### src/rtl/dlx_bus_pkg.sv
// -----------------------------------------------------------------------------
// dlx_bus_pkg
// Shared definitions for the SIMD DLX internal bus arbiter:
//   - arb_state_t   : arbiter FSM states (IDLE, GRANT, TURN)
//   - DEFAULT_DW    : default bus width (32)
//   - DEFAULT_N_REQ : default number of requesters (4)
//   - clog2()       : ceiling log2, usable in parameter expressions
// -----------------------------------------------------------------------------
package dlx_bus_pkg;

  localparam int DEFAULT_DW    = 32;
  localparam int DEFAULT_N_REQ = 4;

  typedef enum logic [1:0] {
    ST_IDLE  = 2'd0,
    ST_GRANT = 2'd1,
    ST_TURN  = 2'd2
  } arb_state_t;

  // Ceiling log2; returns 0 for value <= 1.
  function automatic int clog2(input int value);
    int result;
    int rem;
    result = 0;
    rem    = value - 1;
    while (rem > 0) begin
      result = result + 1;
      rem    = rem >> 1;
    end
    return result;
  endfunction

endpackage

### src/rtl/rr_pick.sv
// -----------------------------------------------------------------------------
// rr_pick
// Combinational round-robin picker. Searches the request vector upward from
// i_ptr (inclusive), wrapping from N_REQ-1 back to 0, and reports the first
// requester found.
// Ports:
//   i_req    [N_REQ-1:0] : request vector
//   i_ptr    [IW-1:0]    : search start index (always < N_REQ)
//   o_onehot [N_REQ-1:0] : one-hot winner (zero when nothing requested)
//   o_idx    [IW-1:0]    : winner index (zero when nothing requested)
//   o_any                : at least one request present
// -----------------------------------------------------------------------------
module rr_pick
  import dlx_bus_pkg::*;
#(
  parameter int N_REQ = DEFAULT_N_REQ,
  localparam int IW   = clog2(N_REQ)
) (
  input  logic [N_REQ-1:0] i_req,
  input  logic [IW-1:0]    i_ptr,
  output logic [N_REQ-1:0] o_onehot,
  output logic [IW-1:0]    o_idx,
  output logic             o_any
);

  always_comb begin
    logic [IW-1:0] w_cand;
    o_onehot = '0;
    o_idx    = '0;
    o_any    = 1'b0;
    w_cand   = i_ptr;
    for (int k = 0; k < N_REQ; k++) begin
      if (!o_any && i_req[w_cand]) begin
        o_any            = 1'b1;
        o_idx            = w_cand;
        o_onehot[w_cand] = 1'b1;
      end
      // Explicit wrap so non-power-of-two N_REQ never indexes past the end.
      w_cand = (w_cand == IW'(N_REQ - 1)) ? '0 : w_cand + 1'b1;
    end
  end

endmodule

### src/rtl/bus_arbiter.sv
// -----------------------------------------------------------------------------
// bus_arbiter
// Round-robin owner arbiter for the shared internal data bus of the SIMD DLX
// core. One owner at a time drives the bus; every ownership change inserts a
// single dead turnaround cycle with all buffer enables low. The winning data
// is registered onto BUS with a one-cycle latency.
//
// Optional feature macro: BUS_ARB_TIMEOUT_EN
//   defined   -> a hold counter forces release after MAX_HOLD data beats
//   undefined -> no counter; the owner keeps the bus until LAST or REQ drop
//
// Ports:
//   CLK        : clock, all state changes on the rising edge
//   RESET      : synchronous active-high reset
//   REQ   [N]  : level request per requester, held until granted
//   LAST  [N]  : owner's final data beat this cycle
//   DIN   [N*DW]: requester data, slice i = DIN[i*DW +: DW]
//   GNT   [N]  : one-hot grant, zero outside GRANT
//   OE    [N]  : bus buffer enables, identical to GNT
//   OWNER [IW] : index of the current / most recent owner
//   BUS   [DW] : registered winning data
//   BUS_VALID  : BUS holds a beat captured on the previous edge
// -----------------------------------------------------------------------------
module bus_arbiter
  import dlx_bus_pkg::*;
#(
  parameter int N_REQ    = DEFAULT_N_REQ,
  parameter int DW       = DEFAULT_DW,
  parameter int MAX_HOLD = 8,
  localparam int IW      = clog2(N_REQ)
) (
  input  logic                CLK,
  input  logic                RESET,
  input  logic [N_REQ-1:0]    REQ,
  input  logic [N_REQ-1:0]    LAST,
  input  logic [N_REQ*DW-1:0] DIN,
  output logic [N_REQ-1:0]    GNT,
  output logic [N_REQ-1:0]    OE,
  output logic [IW-1:0]       OWNER,
  output logic [DW-1:0]       BUS,
  output logic                BUS_VALID
);

  if (N_REQ < 2 || N_REQ > 8 || MAX_HOLD < 1) begin : g_bad_cfg
    $error("bus_arbiter: N_REQ must be 2..8 and MAX_HOLD at least 1");
  end

  arb_state_t       r_state;
  logic [N_REQ-1:0] r_gnt;
  logic [IW-1:0]    r_owner;
  logic [IW-1:0]    r_ptr;
  logic [DW-1:0]    r_bus;
  logic             r_bus_valid;

  logic [DW-1:0]    w_din [N_REQ];
  logic [N_REQ-1:0] w_pick_onehot;
  logic [IW-1:0]    w_pick_idx;
  logic             w_pick_any;
  logic             w_own_req;
  logic             w_own_last;
  logic             w_hold_done;
  logic             w_release;
  logic [IW-1:0]    w_ptr_after;

  for (genvar gi = 0; gi < N_REQ; gi++) begin : g_din_slice
    assign w_din[gi] = DIN[gi*DW +: DW];
  end

  rr_pick #(
    .N_REQ (N_REQ)
  ) u_rr_pick (
    .i_req    (REQ),
    .i_ptr    (r_ptr),
    .o_onehot (w_pick_onehot),
    .o_idx    (w_pick_idx),
    .o_any    (w_pick_any)
  );

  // Only the owner's REQ/LAST matter during GRANT.
  assign w_own_req   = REQ[r_owner];
  assign w_own_last  = LAST[r_owner];
  assign w_ptr_after = (r_owner == IW'(N_REQ - 1)) ? '0 : r_owner + 1'b1;

`ifdef BUS_ARB_TIMEOUT_EN
  localparam int HW = clog2(MAX_HOLD + 1);
  logic [HW-1:0] r_hold;
  logic [HW-1:0] w_hold_inc;

  assign w_hold_inc  = r_hold + 1'b1;
  // This beat is the MAX_HOLD-th one: release together with it.
  assign w_hold_done = w_own_req && (w_hold_inc == HW'(MAX_HOLD));
`else
  assign w_hold_done = 1'b0;
`endif

  // LAST without REQ still releases, just without a beat.
  assign w_release = !w_own_req || w_own_last || w_hold_done;

  always_ff @(posedge CLK) begin
    if (RESET) begin
      r_state     <= ST_IDLE;
      r_gnt       <= '0;
      r_owner     <= '0;
      r_ptr       <= '0;
      r_bus       <= '0;
      r_bus_valid <= 1'b0;
`ifdef BUS_ARB_TIMEOUT_EN
      r_hold      <= '0;
`endif
    end else begin
      case (r_state)
        // IDLE and TURN both grant from the current pointer when anyone
        // asks; TURN's pointer has already moved past the previous owner.
        ST_IDLE, ST_TURN: begin
          r_bus_valid <= 1'b0;
          if (w_pick_any) begin
            r_state <= ST_GRANT;
            r_gnt   <= w_pick_onehot;
            r_owner <= w_pick_idx;
`ifdef BUS_ARB_TIMEOUT_EN
            r_hold  <= '0;
`endif
          end else begin
            r_state <= ST_IDLE;
          end
        end

        ST_GRANT: begin
          if (w_own_req) begin
            r_bus       <= w_din[r_owner];
            r_bus_valid <= 1'b1;
`ifdef BUS_ARB_TIMEOUT_EN
            r_hold      <= w_hold_inc;
`endif
          end else begin
            r_bus_valid <= 1'b0;
          end
          if (w_release) begin
            r_state <= ST_TURN;
            r_gnt   <= '0;
            r_ptr   <= w_ptr_after;
          end
        end

        default: begin
          r_state     <= ST_IDLE;
          r_gnt       <= '0;
          r_bus_valid <= 1'b0;
        end
      endcase
    end
  end

  assign GNT       = r_gnt;
  assign OE        = r_gnt;
  assign OWNER     = r_owner;
  assign BUS       = r_bus;
  assign BUS_VALID = r_bus_valid;

endmodule

### config.mk
export PLATFORM = sky130hd
export DESIGN_NAME = bus_arbiter
export DESIGN_NICKNAME = d
export VERILOG_FILES = /design/src/rtl/dlx_bus_pkg.sv /design/src/rtl/rr_pick.sv /design/src/rtl/bus_arbiter.sv
export SDC_FILE = /design/constraint.sdc
export NUM_CORES = 1
export LEC_CHECK = 0
export CAP_MARGIN = 20
export CORE_MARGIN = 3
export CORE_UTILIZATION = 34
export CTS_CLUSTER_DIAMETER = 150
export DETAILED_ROUTE_END_ITERATION = 10
export PLACE_DENSITY = 0.77
export SKIP_LAST_GASP = 1
export SYNTH_ARGS = -nofsm -noshare
export SYNTH_HDL_FRONTEND = slang
export SYNTH_HIERARCHICAL = 1
export SYNTH_SLANG_ARGS = --single-unit
### constraint.sdc
create_clock -name CLK -period 2.52 [get_ports CLK]
set_input_delay 0.252 -clock CLK [delete_from_list [all_inputs] [get_ports CLK]]
set_output_delay 0.252 -clock CLK [all_outputs]
set_load 0.05 [all_outputs]
==> impl_metrics.env <==
export IMPL_status="completed"
export IMPL_std_cell_rows=33
export IMPL_p_sw_uw=1970
export IMPL_synth_seq_cells=43
export IMPL_switching_share=0.452
export IMPL_dp_hpwl_mm=8.07
export IMPL_synth_simple_area_share=0.162
export IMPL_clk_latency_ps=290
export IMPL_comb_power_share=0.684
export IMPL_drt_first_iter_violations=130
export IMPL_syn_area_um2=3000
export IMPL_first_global_vias=3214
export IMPL_power_density_nw_per_um2=877
export IMPL_antenna_found_initial=0
export IMPL_syn_num_nets=461
export IMPL_syn_area_per_cell_um2=9.51
export IMPL_die_area_um2=9970
export IMPL_leakage_uw=0.00178
export IMPL_synth_main_ff_cell="dfxtp_1"
export IMPL_ant_nets=0
export IMPL_holdCritPathClass="reg2reg"
export IMPL_fin_crit_sh=0.910
export IMPL_synth_xor_area_share=0
export IMPL_ios=181
export IMPL_timing_rr_start="r_ptr[0]"
export IMPL_routabilityCongestion=0.837
export IMPL_finalNetCount=635
export IMPL_cp_arrival_ps=2480
export IMPL_syn2layout_area_growth_pct=66.5
export IMPL_routed_via_density=5.20
export IMPL_async_flop_share=0
export IMPL_firstDrtPassIters=4
export IMPL_core_area_um2=8380
export IMPL_reg2reg_depth=8
export IMPL_clockRootBuffer="clkbuf_8"
export IMPL_clock_sinks=43
export IMPL_portBuffers=180
export IMPL_grt_pass1_wl_mm=15.4
export IMPL_synthAdderAreaFrac=0.0334
export IMPL_clk_pin_slew_ps=80
export IMPL_synthMuxAreaShare=0.294
export IMPL_final_common_cell="clkdlybuf4s50_1"
export IMPL_grt_start_max_net_pins=25
export IMPL_via_count=3094
export IMPL_synth_top_family_by_area="multiplexers"
export IMPL_final_cell_mix="clkdlybuf4s50_1 (180), nand2_1 (77), dfxtp_1 (41)"
export IMPL_layout_drive_gt1_share=0.153
export IMPL_skew_ps=5.36
export IMPL_pwr_share_seq=0.221
export IMPL_fp_dieH_um=99.9
export IMPL_r2r_slack_ps=230
export IMPL_path_class="reg2reg"
export IMPL_ctsHtreeMaxLevel=2
export IMPL_rsz0062_at_grt="false"
export IMPL_setup_viol=0
export IMPL_worst_pin_slew_ps=532
export IMPL_worstPathRequired_ps=2700
export IMPL_dpl_instance_area_um2=4890
export IMPL_postCtsSetupBuffers=0
export IMPL_intPower_uw=2400
export IMPL_hold_start="BUS[30]"
export IMPL_drv_slew=0
export IMPL_overflow=0
export IMPL_holdPathStages=2
export IMPL_fin_tns_setup_ps=0
export IMPL_routed_wl_mm=9.95
export IMPL_min_to="BUS[30]"
export IMPL_pwr_share_clk=0.095
export IMPL_ys_types=45
export IMPL_clockBufferDepth=2
export IMPL_crit_path_end_kind="flop"
export IMPL_grt_total_usage=0.191
export IMPL_wire_per_inst_um=16.7
export IMPL_fin_area_um2=4990
export IMPL_timing_rr_end="GNT[1]"
export IMPL_die_w_um=99.9
export IMPL_drc=0
export IMPL_n_fill_cell=729
export IMPL_maxCapViolCount=0
export IMPL_timing_fmax_mhz=436
export IMPL_period_minus_slack_ps=2290
export IMPL_critPathLaunchType="flop"
export IMPL_synth_cells=315
export IMPL_cts_tree="done"
export IMPL_synth_compound_area_frac=0.139
export IMPL_crit_fanout=6
export IMPL_cts_buffers=5
export IMPL_slew_headroom=0.644
export IMPL_peakVddDrop_mv=0.612
export IMPL_synth_edf_count=0
export IMPL_initial_core_util=0.357
export IMPL_yosysWarningCount=6
export IMPL_hold_viol_final=0
export IMPL_diodes=0
export IMPL_seq_area_frac_synth=0.287
critical path, stage by stage (launching register included):
cell	delay (ps)
dfxtp_1	390
inv_1	150
ha_4	320
mux2_2	380
o21ai_0	340
nor2_1	70
a221o_1	310
mux2i_1	140
o2bb2ai_1	80
power by group through the flow:
stage	sequential (uW)	combinational, uW	clock, uW
final	967	2990	417
after global routing	987	3190	462
after CTS	968	2970	438
after detailed placement	982	2970	0
after global placement	977	2930	0
after floorplan	1460	1620	0
per-stage QoR:
step | power [uW] | instances | util | hold WS, ps | setup slack, ps
finish | 4370 | 595 | 0.595 | 456 | 228
global route | 4640 | 595 | 0.595 | 473 | 53.5
CTS | 4380 | 595 | 0.593 | 456 | 142
detailed placement | 3950 | 587 | 0.583 | 446 | 154
global placement | 3910 | 587 | 0.583 | 442 | 238
floorplan | 3080 | 315 | - | 435 | 57.4
layout make-up:
cell class	instances	area [um2]	area share
Tap cell	105	131	0.0263
Clock buffer	6	72.6	0.0146
Timing Repair Buffer	199	1970	0.395
Clock inverter	2	12.5	0.00251
Multi-Input combinational cell	230	1900	0.381
Inverter	10	38.8	0.00778
Sequential cell	43	863	0.173
repair_timing:
action	4_1_cts	5_1_grt
hold buffers	0	0
setup endpoints to repair	0	3
gates resized for setup	0	3
layer usage:
metal / GRT usage / up-vias / routed length, um
met4: 0.0525 / 0 / 165
li1: - / 1485 / -
met5: 0 / - / 0
met1: 0.209 / 1472 / 3690
met3: 0.0417 / 12 / 758
met2: 0.368 / 125 / 5340
cells by family (layout without fill, tap and decap cells):
| kind of cell | Yosys count | after routing |
|---|---|---|
| buf+inv | 42 | 217 |
| compound gates | 66 | 66 |
| mux | 44 | 44 |
| simple gates | 112 | 112 |
| fa+ha+maj | 8 | 8 |
| flops | 43 | 43 |
sequential cells by signal (all words and copies together), names as in the netlist:
register and cells:
BUS 32, GNT 4, OWNER 2, r_ptr 2, r_state 2, BUS_VALID 1
worst max-delay path by stage:
stage	slack, ps	startpoint	cells past startpoint	endpoint
floorplan	60	r_ptr[0]	10	OWNER[1]
global placement	240	REQ[3]	8	GNT[3]
detailed placement	150	r_ptr[0]	9	GNT[2]
CTS	140	r_ptr[0]	9	GNT[2]
global route	50	r_ptr[0]	9	GNT[3]
finish	230	r_ptr[0]	8	GNT[1]
cell usage after synthesis (2+ instances only):
library cell / count / area (um2)
mux4_2: 35 / 788
mux2_2: 2 / 22.5
o2bb2ai_1: 4 / 35.0
buf_4: 8 / 60.1
a221o_1: 4 / 40.0
inv_1: 9 / 33.8
buf_6: 7 / 78.8
o21ai_1: 2 / 10.0
mux2i_1: 7 / 70.1
nor4b_1: 2 / 17.5
a31oi_1: 2 / 12.5
nand2_1: 77 / 289
dfxtp_1: 43 / 861
ha_1: 8 / 100
a31o_1: 2 / 17.5
nor3_1: 3 / 15.0
nand2_2: 2 / 12.5
clkbuf_1: 9 / 33.8
a21oi_1: 37 / 185
buf_2: 8 / 40.0
nand4_1: 2 / 12.5
nor2_1: 11 / 41.3
nand2b_1: 3 / 18.8
nor2b_1: 2 / 12.5
and3_1: 2 / 12.5
o21ai_0: 5 / 25.0
No activity file was read; power rests on OpenSTA's default activity.
